===== src/rtl/seq_scheduler_if.sv =====
// Host command byte stream into seq_scheduler.
//   cmd_valid : host has a table byte on cmd_data
//   cmd_ready : scheduler accepts the byte on this clock edge
//   cmd_data  : table byte, high byte of each 16-bit word first
// master = host side, slave = scheduler side.
interface seq_scheduler_if;
    logic       cmd_valid;
    logic       cmd_ready;
    logic [7:0] cmd_data;

    modport master (
        output cmd_valid,
        output cmd_data,
        input  cmd_ready
    );

    modport slave (
        input  cmd_valid,
        input  cmd_data,
        output cmd_ready
    );
endinterface


===== src/rtl/seq_scheduler.sv =====
// Sequencer scheduler: downloads a 16-bit word table into the sequencer one byte per
// wr/stb strobe, then launches timed sequencer runs (seq_en pulses) with inter-run gaps.
//   clk, rst_n              : clock, asynchronous active-low reset
//   cmd                     : host byte stream (valid/ready/data)
//   load_req                : pulse, start a table download
//   start, stop             : pulse, start runs / graceful stop after current run
//   run_mode .. mux_limit   : run parameters captured when start is accepted
//   flag_adc                : ADC-window flag from the sequencer
//   seq_en, wr, stb, dato   : sequencer restart, write enable, write strobe, data byte
//   mode, mux_cont_en       : table select and mux limit held for the whole run set
//   busy, load_done         : status levels
//   run_done, err_timeout   : one-cycle pulses at the end of each run
//   runs_done               : completed runs since the last accepted start (wraps)
// SEQ_LEN must be at least 3 and STB_W at least 1.
module seq_scheduler #(
    parameter int unsigned WORDS   = 64,
    parameter int unsigned SEQ_LEN = 64,
    parameter int unsigned STB_W   = 2
) (
    input  logic           clk,
    input  logic           rst_n,
    seq_scheduler_if.slave cmd,
    input  logic           load_req,
    input  logic           start,
    input  logic           stop,
    input  logic [1:0]     run_mode,
    input  logic [7:0]     run_count,
    input  logic [7:0]     gap_cycles,
    input  logic [7:0]     mux_limit,
    input  logic           flag_adc,
    output logic           seq_en,
    output logic           wr,
    output logic           stb,
    output logic [7:0]     dato,
    output logic [1:0]     mode,
    output logic [7:0]     mux_cont_en,
    output logic           busy,
    output logic           load_done,
    output logic           run_done,
    output logic           err_timeout,
    output logic [7:0]     runs_done
);

    localparam int unsigned TmrW   = 16;
    localparam int unsigned NBytes = 2 * WORDS;
    localparam int unsigned BcW    = $clog2(NBytes + 1);

    typedef enum logic [2:0] {
        StIdle, StLdWait, StLdHi, StLdLo, StLdFlush, StArm, StRun, StGap
    } state_e;

    state_e           state_q, state_d;
    logic [TmrW-1:0]  tmr_q, tmr_d;
    logic [BcW-1:0]   byte_cnt_q, byte_cnt_d;
    logic [7:0]       dato_q, dato_d;
    logic [1:0]       mode_q, mode_d;
    logic [7:0]       mux_q, mux_d;
    logic [7:0]       count_q, count_d;
    logic [7:0]       remain_q, remain_d;
    logic [7:0]       gap_q, gap_d;
    logic [7:0]       runs_done_q, runs_done_d;
    logic             load_done_q, load_done_d;
    logic             run_done_q, run_done_d;
    logic             err_timeout_q, err_timeout_d;
    logic             stop_q, stop_d;
    logic             flag_seen_q, flag_seen_d;

    logic ld_wait;
    logic xfer;
    logic start_ok;
    logic in_run_set;

    assign ld_wait    = (state_q == StLdWait);
    assign xfer       = ld_wait && cmd.cmd_valid;
    // Table-select 3 needs a downloaded table.
    assign start_ok   = start && !((run_mode == 2'b11) && !load_done_q);
    assign in_run_set = (state_q == StArm) || (state_q == StRun) || (state_q == StGap);

    always_comb begin
        state_d       = state_q;
        tmr_d         = tmr_q;
        byte_cnt_d    = byte_cnt_q;
        dato_d        = dato_q;
        mode_d        = mode_q;
        mux_d         = mux_q;
        count_d       = count_q;
        remain_d      = remain_q;
        gap_d         = gap_q;
        runs_done_d   = runs_done_q;
        load_done_d   = load_done_q;
        run_done_d    = 1'b0;
        err_timeout_d = 1'b0;
        stop_d        = stop_q || (stop && in_run_set);
        flag_seen_d   = flag_seen_q;

        unique case (state_q)
            StIdle: begin
                if (load_req) begin
                    state_d     = StLdWait;
                    load_done_d = 1'b0;
                    byte_cnt_d  = '0;
                    tmr_d       = '0;
                end else if (start_ok) begin
                    state_d     = StArm;
                    mode_d      = run_mode;
                    mux_d       = mux_limit;
                    count_d     = run_count;
                    remain_d    = run_count;
                    gap_d       = gap_cycles;
                    runs_done_d = 8'd0;
                    stop_d      = 1'b0;
                end
            end
            StLdWait: begin
                if (xfer) begin
                    state_d    = StLdHi;
                    dato_d     = cmd.cmd_data;
                    byte_cnt_d = byte_cnt_q + BcW'(1);
                    tmr_d      = '0;
                end
            end
            StLdHi: begin
                if (tmr_q == TmrW'(STB_W - 1)) begin
                    state_d = StLdLo;
                    tmr_d   = '0;
                end else begin
                    tmr_d = tmr_q + TmrW'(1);
                end
            end
            StLdLo: begin
                if (tmr_q == TmrW'(STB_W - 1)) begin
                    tmr_d = '0;
                    if (byte_cnt_q == BcW'(NBytes)) begin
                        // Extra zero strobe pushes the last word into the sequencer.
                        state_d = StLdFlush;
                        dato_d  = 8'd0;
                    end else begin
                        state_d = StLdWait;
                    end
                end else begin
                    tmr_d = tmr_q + TmrW'(1);
                end
            end
            StLdFlush: begin
                if (tmr_q == TmrW'(2 * STB_W - 1)) begin
                    state_d     = StIdle;
                    load_done_d = 1'b1;
                    tmr_d       = '0;
                end else begin
                    tmr_d = tmr_q + TmrW'(1);
                end
            end
            StArm: begin
                // tmr counts cycles since the seq_en pulse.
                state_d     = StRun;
                tmr_d       = TmrW'(1);
                flag_seen_d = 1'b0;
            end
            StRun: begin
                flag_seen_d = flag_seen_q || flag_adc;
                if (tmr_q == TmrW'(SEQ_LEN - 2)) begin
                    state_d       = StGap;
                    tmr_d         = '0;
                    run_done_d    = 1'b1;
                    err_timeout_d = !(flag_seen_q || flag_adc);
                    runs_done_d   = runs_done_q + 8'd1;
                    if (count_q != 8'd0) begin
                        remain_d = remain_q - 8'd1;
                    end
                end else begin
                    tmr_d = tmr_q + TmrW'(1);
                end
            end
            StGap: begin
                if (tmr_q == {8'd0, gap_q}) begin
                    tmr_d = '0;
                    if (stop_q || ((count_q != 8'd0) && (remain_q == 8'd0))) begin
                        state_d = StIdle;
                        mode_d  = 2'b00;
                        mux_d   = 8'd0;
                        stop_d  = 1'b0;
                    end else begin
                        state_d = StArm;
                    end
                end else begin
                    tmr_d = tmr_q + TmrW'(1);
                end
            end
            default: state_d = StIdle;
        endcase
    end

    always_ff @(posedge clk or negedge rst_n) begin
        if (!rst_n) begin
            state_q       <= StIdle;
            tmr_q         <= '0;
            byte_cnt_q    <= '0;
            dato_q        <= 8'd0;
            mode_q        <= 2'b00;
            mux_q         <= 8'd0;
            count_q       <= 8'd0;
            remain_q      <= 8'd0;
            gap_q         <= 8'd0;
            runs_done_q   <= 8'd0;
            load_done_q   <= 1'b0;
            run_done_q    <= 1'b0;
            err_timeout_q <= 1'b0;
            stop_q        <= 1'b0;
            flag_seen_q   <= 1'b0;
        end else begin
            state_q       <= state_d;
            tmr_q         <= tmr_d;
            byte_cnt_q    <= byte_cnt_d;
            dato_q        <= dato_d;
            mode_q        <= mode_d;
            mux_q         <= mux_d;
            count_q       <= count_d;
            remain_q      <= remain_d;
            gap_q         <= gap_d;
            runs_done_q   <= runs_done_d;
            load_done_q   <= load_done_d;
            run_done_q    <= run_done_d;
            err_timeout_q <= err_timeout_d;
            stop_q        <= stop_d;
            flag_seen_q   <= flag_seen_d;
        end
    end

    // Decoded straight from state so that reset removes wr/stb without waiting for a clock.
    assign cmd.cmd_ready = ld_wait;
    assign seq_en        = (state_q == StArm);
    assign wr            = (state_q == StLdWait) || (state_q == StLdHi) ||
                           (state_q == StLdLo) || (state_q == StLdFlush);
    assign stb           = (state_q == StLdHi) ||
                           ((state_q == StLdFlush) && (tmr_q < TmrW'(STB_W)));
    assign busy          = (state_q != StIdle);
    assign dato          = dato_q;
    assign mode          = mode_q;
    assign mux_cont_en   = mux_q;
    assign load_done     = load_done_q;
    assign run_done      = run_done_q;
    assign err_timeout   = err_timeout_q;
    assign runs_done     = runs_done_q;

endmodule


===== src/flat_wrapper.sv =====
// flat-port wrapper written by rule: the top's interface ports become plain ports
module seq_scheduler_flat 
#(
    parameter int unsigned WORDS   = 64,
    parameter int unsigned SEQ_LEN = 64,
    parameter int unsigned STB_W   = 2
)
  (clk, rst_n, load_req, start, stop, run_mode, run_count, gap_cycles, mux_limit, flag_adc, seq_en, wr, stb, dato, mode, mux_cont_en, busy, load_done, run_done, err_timeout, runs_done, cmd_cmd_valid, cmd_cmd_data, cmd_cmd_ready);
  seq_scheduler_if cmd_i ();
  input  logic clk;
  input  logic rst_n;
  input  logic load_req;
  input  logic start;
  input  logic stop;
  input  logic [1:0] run_mode;
  input  logic [7:0] run_count;
  input  logic [7:0] gap_cycles;
  input  logic [7:0] mux_limit;
  input  logic flag_adc;
  output logic seq_en;
  output logic wr;
  output logic stb;
  output logic [7:0] dato;
  output logic [1:0] mode;
  output logic [7:0] mux_cont_en;
  output logic busy;
  output logic load_done;
  output logic run_done;
  output logic err_timeout;
  output logic [7:0] runs_done;
  input wire logic [$bits(cmd_i.cmd_valid)-1:0] cmd_cmd_valid;
  input wire logic [$bits(cmd_i.cmd_data)-1:0] cmd_cmd_data;
  output wire logic [$bits(cmd_i.cmd_ready)-1:0] cmd_cmd_ready;
  assign cmd_i.cmd_valid = cmd_cmd_valid;
  assign cmd_i.cmd_data = cmd_cmd_data;
  assign cmd_cmd_ready = cmd_i.cmd_ready;
  seq_scheduler #(.WORDS(WORDS), .SEQ_LEN(SEQ_LEN), .STB_W(STB_W)) u_core (.clk(clk), .rst_n(rst_n), .cmd(cmd_i), .load_req(load_req), .start(start), .stop(stop), .run_mode(run_mode), .run_count(run_count), .gap_cycles(gap_cycles), .mux_limit(mux_limit), .flag_adc(flag_adc), .seq_en(seq_en), .wr(wr), .stb(stb), .dato(dato), .mode(mode), .mux_cont_en(mux_cont_en), .busy(busy), .load_done(load_done), .run_done(run_done), .err_timeout(err_timeout), .runs_done(runs_done));
endmodule

===== config.mk =====
export PLATFORM = sky130hd
export DESIGN_NAME = seq_scheduler_flat
export DESIGN_NICKNAME = d
export VERILOG_FILES = /design/src/rtl/seq_scheduler_if.sv /design/src/rtl/seq_scheduler.sv /design/src/flat_wrapper.sv
export SDC_FILE = /design/constraint.sdc
export NUM_CORES = 1
export LEC_CHECK = 0
export CAP_MARGIN = 20
export CORE_ASPECT_RATIO = 1.1
export CORE_UTILIZATION = 50
export CTS_CLUSTER_DIAMETER = 60
export DETAILED_ROUTE_END_ITERATION = 10
export DONT_BUFFER_PORTS = 1
export HOLD_SLACK_MARGIN = 0.02
export PLACE_DENSITY = 0.68
export SYNTH_ARGS = -nofsm -noshare
export SYNTH_HDL_FRONTEND = slang
export SYNTH_SLANG_ARGS = --single-unit

===== constraint.sdc =====
create_clock -name clk -period 2.8 [get_ports clk]
set_clock_uncertainty 0.05 [all_clocks]
set_input_delay 0.56 -clock clk [delete_from_list [all_inputs] [get_ports clk]]
set_output_delay 0.56 -clock clk [all_outputs]
set_load 0.01 [all_outputs]

==> results of run 1 <==
## worst max path at each step
stage / slack [ns] / cells past startpoint / startpoint / to
5_1_grt: 0.23 / 9 / u_core.state_q[0]$_DFFE_PN0P_ / u_core.remain_q[5]$_DFFE_PN0P_
3_5_place_dp: 0.44 / 6 / u_core.state_q[1]$_DFFE_PN0P_ / u_core.mode[1]$_DFFE_PN0P_
4_1_cts: 0.36 / 4 / u_core.tmr_q[9]$_DFFE_PN0P_ / stb
3_3_place_gp: 0.48 / 6 / u_core.state_q[0]$_DFFE_PN0P_ / u_core.mux_cont_en[1]$_DFFE_PN0P_
6_report: 0.36 / 4 / u_core.tmr_q[9]$_DFFE_PN0P_ / stb
2_1_floorplan: 0.64 / 6 / u_core.state_q[0]$_DFFE_PN0P_ / u_core.count_q[5]$_DFFE_PN0P_
## report_power, final
group / leakage (uW) / switching, uW / internal (uW)
registers: 0.000995 / 24.0 / 1200
clock network: 0.0000962 / 465 / 418
logic: 0.00107 / 45.5 / 33.3
total: 0.00216 / 535 / 1660
## routing by layer
metal / vias up / wire [um]
li1: 1511 / -
met2: 77 / 4333
met1: 1513 / 4106
met5: - / 0
met3: 11 / 476
met4: 0 / 125
## layout make-up
type / instances / area (um2)
clock inverters: 7 / 76.32
repair buffers: 9 / 87.58
flip-flops and latches: 82 / 2052
inverters: 24 / 90.09
fillers: 725 / 3707
clock buffers: 9 / 123.9
multi-input cells: 305 / 2088
well taps: 111 / 138.9
## cell usage in the layout, fill, tap and decap left out, types with 3 or more instances in the layout
cell type   n
a21o_1      3
a21oi_1    18
a22o_1     11
a31oi_1     3
a41oi_1     3
and3_1      7
buf_4       7
clkbuf_8    9
dfrtp_1    82
ha_1       12
inv_1      23
mux2_2     15
mux2i_1    12
nand2_1    46
nand2b_1    4
nand3_1    11
nand4_1    12
nor2_1     45
nor3_1      7
nor3b_1     4
nor4_1      5
o21ai_0    17
o22a_1      5
xnor2_1    11
xor2_1     15
## cell families after synthesis
kind of cell,count (synthesis),synth area share
compound gates,77,0.1306
simple gates,161,0.1921
fa+ha+maj,12,0.03497
flops,82,0.4780
xor+xnor,26,0.05305
buf+inv,40,0.03701
mux,29,0.07432
## timing repair
action,CTS,global route
hold endpoints to repair,82,0
hold buffers,1,0
buffers inserted,0,0
## worst register-to-register path, delay by kind of cell, from the launching register on
family	cells	cell delay [ns]
buffers and inverters	3	0.58
and+or+nand+nor	2	0.52
DFF	1	0.42
AOI/OAI and AO/OA	3	0.33
adders and majority gates	1	0.31
## stage by stage
step / setup WS (ns) / cell area [um2] / hold WS (ns)
detailed placement: 0.4434 / 4422 / 0.2173
CTS: 0.3624 / 4649 / 0.05709
global route: 0.2263 / 4657 / 0.05961
finish: 0.3606 / 4657 / 0.03062
floorplan: 0.6408 / 4293 / 0.2144
global placement: 0.4784 / 4422 / 0.2174
## state kept, by name, indices dropped and copies added, names as in the netlist, 8 cells and up
| register | flops |
|---|---|
| u_core.gap_q | 8 |
| u_core.mux_cont_en | 8 |
| u_core.remain_q | 8 |
| u_core.dato | 8 |
| u_core.tmr_q | 16 |
| u_core.runs_done | 8 |
| u_core.byte_cnt_q | 8 |
| u_core.count_q | 8 |
==> results.ini, run 1 <==
[global_routing]
track_usage = 0.2149
use_met1 = 0.2916
grt_max_degree = 83
met3_usage = 0.05352
grtUsageMet2 = 0.3376
antenna_found_initial = 0
grt_pass1_vias = 3120
grt-ovfl-total = 0
grt_pass1_wl_um = 15230
busiest_layer = met2

[hold_path]
holdCritPathClass = in -> async

[logic_synthesis]
synth_seq_area_share = 0.4780
avgSynthCellArea_um2 = 10.05
synth-main-ff-cell = dfrtp_1
synth_top_cell_area_share = 0.4780
yosysTopAreaCell = dfrtp_1
yosysWarnings = 0
ys_ff_latch = 82
synth_most_common_cell = dfrtp_1
yosys-top-cells-area = dfrtp_1, nand2_1, mux2_2
netlist_top_cells_count = dfrtp_1, nand2_1, nor2_1
synth-edff-count = 0
async_flop_share = 1.000
synthCells = 427
synth_area_um2 = 4293
syn-num-nets = 480
synth.distinct_cells = 55

[worst_setup_path]
path_buf_inv = 0
endpoint_kind = output pin
r2r-start = u_core.state_q[0]$_DFFE_PN0P_
cp.required_ns = 2.19
max_stage_delay_ns = 0.45
reg2reg_setup_slack_ns = 0.46
crit_type = reg -> out
crit_chain = nor4_4 > and4_4 > nand4_1 > o21ai_0
crit_family = simple AND/OR/NAND/NOR gates
cpMaxStageDelayCell = dfrtp_1
r2r_cells = 9
cp_max_fo = 5
worstPathArrival_ns = 1.83
r2r_end = u_core.remain_q[0]$_DFFE_PN0P_
start_kind = flip-flop

[run]
maxCapViolCount = 0

[placed_design]
port_buffers = 0
place.gp.congestion = 0.8762
hpwl_um = 6406
dp_cells = 529

[floorplan]
start_util = 0.5132
die_y_um = 99.18
rows = 35
fp.dieW_um = 90.35
ios = 75
die_area_um2 = 8960
core_area_um2 = 8364

[power_and_ir_drop]
power.density_nw_per_um2 = 470.4
power_uw = 2191
ir_drop_v = 0.0002738
cellLeakagePower_uw = 0.002160

[timing]
slew_viol_final = 0
hold_violations = 0
rsz0062_at_grt = no
worstMarginPinSlew_ns = 0.7426
period_needed_ns = 2.439
setup_viol_count_final = 0
max_freq_mhz = 409.9
maxSlewHeadroom = 0.5050
setup_tns_ns = 0
finalCritPeriodShare = 0.8712

[clock_tree]
cts_tree = built
clockBufferDepth = 2
clock_sinks = 82
cts-root-buf = clkbuf_8
cts-resized-gates = 0
clk_latency_ns = 0.36
clkTransAtPathRegs_ns = 0.09
cts-htree-levels = 3
cts_made_buffers = 9

[finish]
num-nets-final = 484
final_core_util = 0.5568
drive_above_1_share = 0.1307
instances_no_fill = 547
area_growth_pct = 8.482
antenna_cells = 0

[detailed_routing]
vias = 3112
antenna_left = 0
drt-total-wl_um = 9041
drc = 0
wire_per_inst_um = 16.53
drtPass1Iterations = 4
avgViaCountPerCell = 5.689
drtIter0Drc = 153

[outcome]
status = complete, no violations

(Power assumes the default switching activity.)
==> run 2: changes to the inputs <==
--- a/config.mk
+++ b/config.mk
@@ -12,7 +12,7 @@
 export DETAILED_ROUTE_END_ITERATION = 10
 export DONT_BUFFER_PORTS = 1
 export HOLD_SLACK_MARGIN = 0.02
-export PLACE_DENSITY = 0.68
+export PLACE_DENSITY_LB_ADDON = 0.1
 export SYNTH_ARGS = -nofsm -noshare
 export SYNTH_HDL_FRONTEND = slang
 export SYNTH_SLANG_ARGS = --single-unit
==> results.ini, run 2 (synthesis gave the netlist of run 1 again) <==
[outcome]
status = complete, no violations  ; unchanged

[global_routing]
antenna_found_initial = 0  ; unchanged
track_usage = 0.2128  ; was 0.2149
grt-ovfl-total = 0  ; unchanged
grt_pass1_wl_um = 14970  ; was 15230 um
grt_pass1_vias = 2952  ; was 3120
grt_max_degree = 83  ; unchanged

[floorplan]
die_y_um = 99.18  ; unchanged
fp.dieW_um = 90.35  ; unchanged
core_area_um2 = 8364  ; unchanged
rows = 35  ; unchanged
die_area_um2 = 8960  ; unchanged
ios = 75  ; unchanged
start_util = 0.5132  ; unchanged

[worst_setup_path]
crit_type = reg -> out  ; unchanged
r2r_cells = 7  ; was 9
cp_max_fo = 5  ; unchanged
endpoint_kind = output pin  ; unchanged
r2r_end = u_core.remain_q[6]$_DFFE_PN0P_  ; was u_core.remain_q[0]$_DFFE_PN0P_
cp.required_ns = 2.19  ; about the same
start_kind = flip-flop  ; unchanged
r2r-start = u_core.state_q[0]$_DFFE_PN0P_  ; unchanged
worstPathArrival_ns = 1.82  ; was 1.83 ns
reg2reg_setup_slack_ns = 0.39  ; was 0.46 ns

[finish]
fillerInstances = 735  ; was 725
final_core_util = 0.5578  ; was 0.5568
layout_common_cells = dfrtp_1, nand2_1, nor2_1  ; unchanged
layout_commonest_cell = dfrtp_1  ; unchanged
drive_above_1_share = 0.1267  ; was 0.1307
antenna_cells = 0  ; unchanged
num-nets-final = 483  ; was 484
top_register = u_core.tmr_q  ; unchanged
largest_reg_flops = 16  ; unchanged
area_growth_pct = 8.685  ; was 8.482%

[timing]
rsz0062_at_grt = no  ; unchanged
slew_viol_final = 0  ; unchanged
maxSlewHeadroom = 0.3075  ; was 0.5050
setup_viol_count_final = 0  ; unchanged
max_freq_mhz = 410.8  ; was 409.9 MHz
worstMarginPinSlew_ns = 1.039  ; was 0.7426 ns
hold_violations = 0  ; unchanged
setup_tns_ns = 0  ; unchanged
period_needed_ns = 2.434  ; was 2.439 ns
finalCritPeriodShare = 0.8693  ; was 0.8712

[detailed_routing]
drc = 0  ; unchanged
vias = 3073  ; was 3112
drtIter0Drc = 146  ; was 153
antenna_left = 0  ; unchanged
wire_per_inst_um = 16.53  ; about the same
drtPass1Iterations = 4  ; unchanged
avgViaCountPerCell = 5.639  ; was 5.689
drt-total-wl_um = 9011  ; was 9041 um

[placed_design]
port_buffers = 0  ; unchanged
place.gp.congestion = 0.8329  ; was 0.8762
hpwl_um = 6456  ; was 6406 um

[clock_tree]
clock_sinks = 82  ; unchanged
clkTransAtPathRegs_ns = 0.08  ; was 0.09 ns
cts_made_buffers = 9  ; unchanged
cts-root-buf = clkbuf_8  ; unchanged
postCtsHoldBufs = 1  ; unchanged
cts-resized-gates = 0  ; unchanged
clockBufferDepth = 2  ; unchanged
clk_latency_ns = 0.35  ; was 0.36 ns
post_cts_buffers = 0  ; unchanged
cts_tree = built  ; unchanged
cts-htree-levels = 3  ; unchanged

[power_and_ir_drop]
ir_drop_v = 0.0002382  ; was 0.0002738 V
cellLeakagePower_uw = 0.002160  ; about the same
power.density_nw_per_um2 = 480.0  ; was 470.4 nW/um2

[hold_path]
holdCritPathClass = in -> async  ; unchanged

[run]
maxCapViolCount = 0  ; unchanged

-- run 2: worst max path at each step --
stage	depth (start not counted)	start	slack (ns)	endpoint
2_1_floorplan	6	u_core.state_q[0]$_DFFE_PN0P_	0.64	u_core.count_q[5]$_DFFE_PN0P_
3_3_place_gp	6	run_mode[0]	0.45	u_core.remain_q[6]$_DFFE_PN0P_
3_5_place_dp	6	run_mode[0]	0.36	u_core.remain_q[6]$_DFFE_PN0P_
4_1_cts	4	u_core.tmr_q[10]$_DFFE_PN0P_	0.34	stb
5_1_grt	7	u_core.state_q[0]$_DFFE_PN0P_	0.19	u_core.remain_q[5]$_DFFE_PN0P_
6_report	4	u_core.tmr_q[10]$_DFFE_PN0P_	0.37	stb
-- run 2: area by class of cell --
| cell class | instances | area (um2) | area share |
|---|---|---|---|
| multi-input cells | 305 | 2088 | 0.4476 |
| clock inverters | 6 | 92.59 | 0.01984 |
| clock buffers | 9 | 123.9 | 0.02655 |
| flip-flops and latches | 82 | 2052 | 0.4398 |
| inverters | 24 | 90.09 | 0.01931 |
| well taps | 111 | 138.9 | 0.02977 |
| repair buffers | 8 | 80.08 | 0.01716 |
-- run 2: through the flow --
step,power [uW],instance area [um2],hold slack [ns],setup slack [ns],std cells
finish,2240,4666,0.04959,0.3658,545
global route,2315,4666,0.07061,0.1888,545
CTS,2262,4666,0.06129,0.3404,545
detailed placement,1305,4422,0.2173,0.3644,529
global placement,1302,4422,0.2171,0.4487,529
floorplan,1292,4293,0.2144,0.6408,427
-- run 2: power by group --
group / internal, uW / switching, uW / total [uW]
Sequential: 1200 / 23.0 / 1230
Combinational: 33.4 / 45.4 / 78.8
Clock: 500 / 433 / 933
-- run 2: worst max-delay path: stages (launching register included) --
cell     delay [ns]
dfrtp_1        0.45
nor4_4         0.41
and4_4         0.32
nand4_1        0.09
o21ai_0        0.21
-- run 2: per-layer routing --
layer  share of wire  global-route usage  vias up  routed length (um)
met5               0                   0        -                   0
met4           0.017             0.09305        0                 155
met3           0.038             0.04587       12                 341
met2            0.48              0.3265       45                4310
met1            0.47              0.2927     1505                4204
li1                -                   -     1511                   -
==> run 3: changes to the inputs <==
--- a/config.mk
+++ b/config.mk
@@ -7,6 +7,7 @@
 export LEC_CHECK = 0
 export CAP_MARGIN = 20
 export CORE_ASPECT_RATIO = 1.1
+export CORE_MARGIN = 4
 export CORE_UTILIZATION = 50
 export CTS_CLUSTER_DIAMETER = 60
 export DETAILED_ROUTE_END_ITERATION = 10
==> results.ini, run 3 (synthesis gave the netlist of run 1 again) <==
[floorplan]
core_area_um2 = 8364  ; unchanged
start_util = 0.5132  ; unchanged
ios = 75  ; unchanged
fp.dieW_um = 96.35  ; was 90.35 um
rows = 35  ; unchanged
die_y_um = 105.2  ; was 99.18 um
die_area_um2 = 10130  ; was 8960 um2

[worst_setup_path]
start_kind = flip-flop  ; unchanged
r2r-start = u_core.state_q[0]$_DFFE_PN0P_  ; unchanged
cp_max_fo = 16  ; was 5
crit_end = u_core.remain_q[3]$_DFFE_PN0P_  ; was stb
cp.required_ns = 3.00  ; was 2.19 ns
crit_start = u_core.state_q[0]$_DFFE_PN0P_  ; was u_core.tmr_q[10]$_DFFE_PN0P_
crit_type = reg -> reg  ; was reg -> out
r2r_end = u_core.remain_q[3]$_DFFE_PN0P_  ; was u_core.remain_q[6]$_DFFE_PN0P_
r2r_cells = 7  ; unchanged
endpoint_kind = flip-flop  ; was output pin
reg2reg_setup_slack_ns = 0.30  ; was 0.39 ns
worstPathArrival_ns = 2.69  ; was 1.82 ns

[placed_design]
postPlaceCellArea_um2 = 4419  ; was 4422 um2
port_buffers = 0  ; unchanged
hpwl_um = 6858  ; was 6456 um
place.gp.congestion = 0.8024  ; was 0.8329

[timing]
setup_viol_count_final = 0  ; unchanged
slew_viol_final = 0  ; unchanged
max_freq_mhz = 400.7  ; was 410.8 MHz
maxSlewHeadroom = 0.2744  ; was 0.3075
worstMarginPinSlew_ns = 1.088  ; was 1.039 ns
rsz0062_at_grt = no  ; unchanged
setup_tns_ns = 0  ; unchanged
hold_violations = 0  ; unchanged
finalCritPeriodShare = 0.8914  ; was 0.8693
period_needed_ns = 2.496  ; was 2.434 ns

[finish]
antenna_cells = 0  ; unchanged
top_register = u_core.tmr_q  ; unchanged
area_growth_pct = 8.511  ; was 8.685%
layout_commonest_cell = dfrtp_1  ; unchanged
largest_reg_flops = 16  ; unchanged
layout_common_cells = dfrtp_1, nand2_1, nor2_1  ; unchanged
design_area_um2 = 4658  ; was 4666 um2
drive_above_1_share = 0.1287  ; was 0.1267
final_core_util = 0.5569  ; was 0.5578
num-nets-final = 483  ; unchanged

[clock_tree]
clkTransAtPathRegs_ns = 0.09  ; was 0.08 ns
clock_sinks = 82  ; unchanged
cts_made_buffers = 9  ; unchanged
cts-htree-levels = 3  ; unchanged
cts-root-buf = clkbuf_8  ; unchanged
clockBufferDepth = 2  ; unchanged
clk_latency_ns = 0.36  ; was 0.35 ns
post_cts_buffers = 0  ; unchanged
cts_tree = built  ; unchanged

[detailed_routing]
antenna_left = 0  ; unchanged
drc = 0  ; unchanged
wire_per_inst_um = 17.45  ; was 16.53 um
drt-total-wl_um = 9526  ; was 9011 um
vias = 3151  ; was 3073
drtIter0Drc = 176  ; was 146
drtPass1Iterations = 4  ; unchanged
avgViaCountPerCell = 5.771  ; was 5.639

[global_routing]
grt_max_degree = 83  ; unchanged
grt_pass1_vias = 3081  ; was 2952
track_usage = 0.1982  ; was 0.2128
grt-ovfl-total = 0  ; unchanged
antenna_found_initial = 0  ; unchanged
grt_pass1_wl_um = 15730  ; was 14970 um

[hold_path]
holdCritPathClass = in -> async  ; unchanged

[run]
maxCapViolCount = 0  ; unchanged

[power_and_ir_drop]
power.density_nw_per_um2 = 474.7  ; was 480.0 nW/um2
cellLeakagePower_uw = 0.002158  ; was 0.002160 uW
ir_drop_v = 0.0002853  ; was 0.0002382 V

[outcome]
status = complete, no violations  ; unchanged

run 3: worst min path at each step:
| stage | startpoint | to | slack, ns | cells past startpoint |
|---|---|---|---|---|
| 3_5_place_dp | rst_n | u_core.tmr_q[2]$_DFFE_PN0P_ | 0.22 | 0 |
| 3_3_place_gp | rst_n | u_core.tmr_q[4]$_DFFE_PN0P_ | 0.22 | 0 |
| 5_1_grt | rst_n | u_core.tmr_q[4]$_DFFE_PN0P_ | 0.06 | 1 |
| 6_report | rst_n | u_core.tmr_q[2]$_DFFE_PN0P_ | 0.03 | 1 |
| 2_1_floorplan | rst_n | u_core.byte_cnt_q[0]$_DFFE_PN0P_ | 0.21 | 0 |
| 4_1_cts | rst_n | u_core.tmr_q[7]$_DFFE_PN0P_ | 0.05 | 1 |
run 3: through the flow:
stage	hold slack [ns]	power, uW	worst slack (ns)	instances
after global routing	0.06383	2303	0.09892	546
after global placement	0.2165	1304	0.4161	528
after floorplan	0.2144	1292	0.6408	427
after CTS	0.05474	2236	0.3275	546
final	0.02998	2211	0.3041	546
after detailed placement	0.2163	1307	0.3475	529
run 3: power by group:
part	total (uW)	switching, uW	internal, uW
Clock	904	457	447
Combinational	78.8	45.5	33.3
Sequential	1230	24.4	1200
Total	2210	526	1680
run 3: metal layers:
layer | up-vias | global-route usage | routed length [um]
met5 | - | 0 | 0
met2 | 65 | 0.3074 | 4630
met1 | 1572 | 0.2699 | 4221
met3 | 8 | 0.05904 | 578
li1 | 1506 | - | -
met4 | 0 | 0.05110 | 95
run 3: final cells by class:
class,count,area (um2)
fill,755,3706
multi-input combinational,305,2088
sequential,82,2052
tap,111,138.9
clock buffer,10,137.6
inverter,24,90.09
timing repair buffer,8,77.57
clock inverter,6,73.82
run 3: worst max-delay path, stage by stage, from the launching register on:
cell and delay (ns):
dfrtp_1 0.40, inv_1 0.08, ha_1 0.29, nand2_1 0.29
nor3_4 0.08, a21oi_1 0.85, nor2_1 0.13, o22a_1 0.21
run 3: what timing repair did:
| item | 4_1_cts | 5_1_grt |
|---|---|---|
| hold buffers | 1 | 0 |
| endpoints found under the hold margin | 82 | 0 |
| resized for setup | 0 | 0 |
